**src/rtl/cpu_seq.sv**
```systemverilog
// cpu_seq: multicycle fetch/decode/exec/mem/wb sequencer for the ARM-subset core,
// owning the PC, the instruction register and a bus-timeout watchdog.
module cpu_seq #(
  parameter logic [31:0] RESET_PC = 32'h0000_0000,
  parameter int TIMEOUT = 16,
  parameter int TO_W = 8
) (
  input  logic        clk,
  input  logic        rst_n,
  output logic        imem_req,
  output logic [31:0] imem_addr,
  input  logic        imem_ack,
  input  logic [31:0] imem_rdata,
  input  logic [3:0]  cpsr_in,
  output logic [31:0] ir_out,
  output logic [31:0] pc_out,
  output logic        alu_en,
  output logic        cpsr_we,
  output logic        dmem_req,
  output logic        dmem_we,
  input  logic        dmem_ack,
  output logic        reg_we,
  output logic        instr_done,
  output logic        undef,
  output logic        err
);
  localparam logic [2:0] RST = 3'd0, FETCH = 3'd1, DECODE = 3'd2, EXEC = 3'd3,
                         MEM = 3'd4, WB = 3'd5, ERR = 3'd6;
  logic [2:0] state;
  logic [TO_W-1:0] cnt;
  logic [TO_W:0] cnt_nx;
  logic [31:0] pc, ir, br_tgt;
  logic pass, is_dp, is_ls, is_br, busy, to_hit;
  logic n, z, c, v;
  assign {n, z, c, v} = cpsr_in;
  always_comb begin
    pass = 1'b0;
    case (ir[31:28])
      4'h0: pass = z;
      4'h1: pass = !z;
      4'h2: pass = c;
      4'h3: pass = !c;
      4'h4: pass = n;
      4'h5: pass = !n;
      4'h6: pass = v;
      4'h7: pass = !v;
      4'h8: pass = c & !z;
      4'h9: pass = !c | z;
      4'ha: pass = n == v;
      4'hb: pass = n != v;
      4'hc: pass = !z & (n == v);
      4'hd: pass = z | (n != v);
      4'he: pass = 1'b1;
      default: pass = 1'b0;
    endcase
  end
  assign is_dp = ir[27:26] == 2'b00;
  assign is_ls = ir[27:26] == 2'b01;
  assign is_br = ir[27:25] == 3'b101;
  assign br_tgt = pc + 32'd8 + {{6{ir[23]}}, ir[23:0], 2'b00};
  // counter only runs while a request is outstanding, so any state change clears it
  assign busy = (state == FETCH && !imem_ack) || (state == MEM && !dmem_ack);
  assign cnt_nx = {1'b0, cnt} + 1'b1;
  assign to_hit = (TIMEOUT != 0) && (cnt_nx >= (TO_W+1)'(TIMEOUT));
  always_ff @(posedge clk or negedge rst_n) begin
    if (!rst_n) begin
      state <= RST;
      pc <= RESET_PC;
      ir <= '0;
      cnt <= '0;
    end else begin
      cnt <= busy ? cnt_nx[TO_W-1:0] : '0;
      case (state)
        RST: state <= FETCH;
        FETCH: begin
          if (imem_ack) begin
            ir <= imem_rdata;
            state <= DECODE;
          end else if (to_hit) state <= ERR;
        end
        DECODE: begin
          state <= (pass && (is_dp || is_ls)) ? EXEC : FETCH;
          if (!pass || !(is_dp || is_ls)) pc <= (pass && is_br) ? br_tgt : pc + 32'd4;
        end
        EXEC: state <= is_dp ? WB : MEM;
        MEM: begin
          if (dmem_ack) begin
            state <= ir[20] ? WB : FETCH;
            if (!ir[20]) pc <= pc + 32'd4;
          end else if (to_hit) state <= ERR;
        end
        WB: begin
          pc <= pc + 32'd4;
          state <= FETCH;
        end
        default: state <= ERR;
      endcase
    end
  end
  assign imem_req = state == FETCH;
  assign imem_addr = pc;
  assign pc_out = pc;
  assign ir_out = ir;
  assign alu_en = state == EXEC;
  assign cpsr_we = alu_en && is_dp && ir[20];
  assign dmem_req = state == MEM;
  assign dmem_we = dmem_req && !ir[20];
  assign reg_we = state == WB;
  assign err = state == ERR;
  assign undef = state == DECODE && pass && !is_dp && !is_ls && !is_br;
  assign instr_done = (state == DECODE && (!pass || !(is_dp || is_ls))) || reg_we ||
                      (dmem_req && dmem_ack && !ir[20]);
endmodule

```
**config.mk**
```make
export PLATFORM = sky130hd
export DESIGN_NAME = cpu_seq
export DESIGN_NICKNAME = d
export VERILOG_FILES = /design/src/rtl/cpu_seq.sv
export SDC_FILE = /design/constraint.sdc
export NUM_CORES = 1
export LEC_CHECK = 0
export ABC_CLOCK_PERIOD_IN_PS = 5000
export BUFFER_PORTS_ARGS = -buffer_cell sky130_fd_sc_hd__buf_2
export CORE_MARGIN = 5
export CORE_UTILIZATION = 40
export CTS_CLUSTER_DIAMETER = 60
export DETAILED_ROUTE_END_ITERATION = 10
export PLACE_DENSITY_LB_ADDON = 0.12
export SYNTH_ARGS = -nofsm -noshare
export SYNTH_HDL_FRONTEND = slang
export SYNTH_SLANG_ARGS = --single-unit
export TNS_END_PERCENT = 30
```
**constraint.sdc**
```tcl
create_clock -name clk -period 5 [get_ports clk]
set_input_delay 0.75 -clock clk [delete_from_list [all_inputs] [get_ports clk]]
set_output_delay 0.75 -clock clk [all_outputs]
set_load 0.005 [all_outputs]
```
==> out/results.ini <==
[status]
status = finished, final reports clean

[final_layout]
layout.nets = 875
multi_input_comb_area_sq_um = 3610
fillers = 1462
drive_above_1_share = 0.259
seq_area_sq_um = 1830
area.growth.synth_to_final_pct = 15.5
n_antenna_cell = 0
fin_area_sq_um = 6790
final_cells = 963

[power]
vdd.ir_drop.worst_mv = 0.326
switchingPower_mw = 2.41
power_frac_clock = 0.140
pwr-share-comb = 0.620
power_frac_seq = 0.241
power_mw = 5.10
p_leak_nw = 3.28
intPower_mw = 2.69
swShare = 0.473
p_per_area_nw_per_um2 = 751

[global_routing]
grt_max_degree = 74
antenna_found_initial = 0
grt_first_pass_wirelength_um = 26600
grt_usage = 0.183
overflow = 0
grt_pass1_vias = 5292

[detailed_routing]
drt-initial-drc-count = 255
wl_per_cell_um = 16.3
drt_first_pass_iters = 4
vias = 5309
viasPerCell = 5.51
wl_um = 15700
route.detailed.drc = 0
detail-route-antenna-nets = 0

[worst_setup_path]
cp_max_fo = 7
crit_arrival_ns = 3.93
crit_type = reg2reg
crit_required_ns = 5.22
end_kind = register
start_kind = register

[logic_synthesis]
synth-seq-area-share = 0.311
syn_area_sq_um = 5880
yosys-top-cells-area = dfrtp_1 (31%), ha_1 (13%), a21oi_1 (6.0%)
yosysTopAreaCellShare = 0.311
async_flop_share = 1.00
yosys_warnings = 0
ys.flop_type = dfrtp_1
synth_cells = 677
yosys.cell_types.count = 72
netlist_top_cells_count = dfrtp_1 (73), a21oi_1 (70), nand2_1 (63)
synth_edf_count = 0
synth_most_common_cell = dfrtp_1
ys_ff_latch = 73
synth.avg_cell_area_sq_um = 8.68
synth_top_cell_by_area = dfrtp_1

[clocking]
clock-sinks = 73
h-tree-depth = 3
cts_hold_buf = 0
cts_buffer_depth = 2
clk_latency_ns = 0.34
cts_buffers = 9
cts_tree = done
clkTransAtPathRegs_ns = 0.06
ctsResizeCount = 0
postCtsSetupBuffers = 0
clockRootBuffer = clkbuf_16

[sta]
clock.fmax_mhz = 270
post-route-period-util = 0.740
drv_slew = 0
tns_ns = 0
min_period_ns = 3.70
hold_viol = 0
setup_violations = 0
worst_pin_slew_ns = 1.08
fin_skew_ns = 0.00861
relSlewSlack = 0.281
rsz0062_at_grt = no

[floorplanning]
die_h_um = 131
start_util = 0.406
ioPinCount = 145
dieArea_sq_um = 17200
core_region_area_sq_um = 14500
die_x_um = 131
rows = 44

[placement]
io_buffers = 140
placed_area_sq_um = 6460
dp_hpwl_um = 11700
dpl.cell_count = 947
gp_congestion = 0.841

[flow_run]
drv_cap = 0

[min_path]
min_path_type = reg2reg

[critical path: stages, from the launching register on]
cell       delay (ns)
dfrtp_1          0.45
inv_1            0.07
ha_1             0.28
inv_1            0.04
ha_1             0.23
fa_1             0.41
a21oi_1          0.22
o22ai_1          0.14
o311ai_1         0.56
o31a_2           0.30
o41ai_1          0.10
a2111oi_0        0.52
a2111oi_2        0.11
xnor2_1          0.15
[area by class of cell]
class	instances	area share
repair buffers	142	0.106
clock inverters	6	0.0136
flip-flops and latches	73	0.269
inverters	22	0.0122
well taps	184	0.0339
multi-input cells	526	0.532
clock buffers	10	0.0337
[per-layer routing]
metal,track usage,part of all wire,routed length (um),vias up
met5,0,0,0,-
met4,0.0624,0.015,234,0
met3,0.0321,0.047,731,18
met2,0.306,0.48,7460,114
met1,0.238,0.46,7250,2537
li1,-,-,-,2640
[path summary, 6_finish.rpt]
kind / startpoint / to / slack (ns) / cells after the start
worst max-delay path: imem_addr[3] / imem_addr[31] / 1.30 / 13
worst min-delay path: ir_out[24] / ir_out[24] / 0.51 / 1
worst max register to register: imem_addr[3] / imem_addr[31] / 1.30 / 13
worst min register to register: ir_out[24] / ir_out[24] / 0.51 / 1
max in group asynchronous: rst_n / cnt[0] / 3.81 / 1
min in group asynchronous: rst_n / ir_out[17] / 0.57 / 1
[cells in the final DEF (no fill, tap or decap), types with 3 or more instances in the layout]
master and n:
buf_2 139, dfrtp_1 73, a21oi_1 70, nand2_1 63, ha_1 60, o21ai_0 46
nor2_1 39, nand3_1 37, mux2_2 28, inv_1 21, xnor2_1 21, nor3_1 15
and3_1 13, xor2_1 11, nand4_1 11, o211ai_1 9, clkbuf_16 9, a211oi_1 8
a21o_1 8, nor2b_1 6, or3_1 5, a31oi_1 4, o22ai_1 4, mux2i_1 4
conb_1 4, o21bai_1 3, a22oi_1 3, or2_2 3, and2_1 3, a31o_2 3
buf_4 3
[cell families after synthesis]
| group | count (synthesis) | synth area share |
|---|---|---|
| buf+inv | 81 | 0.0775 |
| mux | 32 | 0.0605 |
| fa+ha+maj | 61 | 0.131 |
| simple gates | 209 | 0.172 |
| flops | 73 | 0.311 |
| compound gates | 188 | 0.200 |
| xor+xnor | 32 | 0.0477 |
| other cells | 1 | 0.000638 |
[metrics by stage]
stage               utilization  hold WS, ns  worst slack [ns]
CTS                       0.469        0.518              1.32
floorplan                     -        0.454              1.87
detailed placement        0.447        0.502              1.33
global route              0.469        0.550              1.00
global placement          0.447        0.486              1.46
finish                    0.469        0.512              1.30
[registers in the layout (all words and copies together) (netlist names)]
name       count
cnt            8
imem_addr     30
ir_out        32
state          3
[power by group through the flow]
stage | Clock (mW) | Sequential, mW | Combinational [mW]
5_1_grt | 0.750 | 1.29 | 3.60
3_5_place_dp | 0 | 1.25 | 3.18
4_1_cts | 0.733 | 1.24 | 3.20
6_report | 0.712 | 1.23 | 3.16
3_3_place_gp | 0 | 1.22 | 3.16
2_1_floorplan | 0 | 1.13 | 2.44
Power figures use the tool's default switching activity.
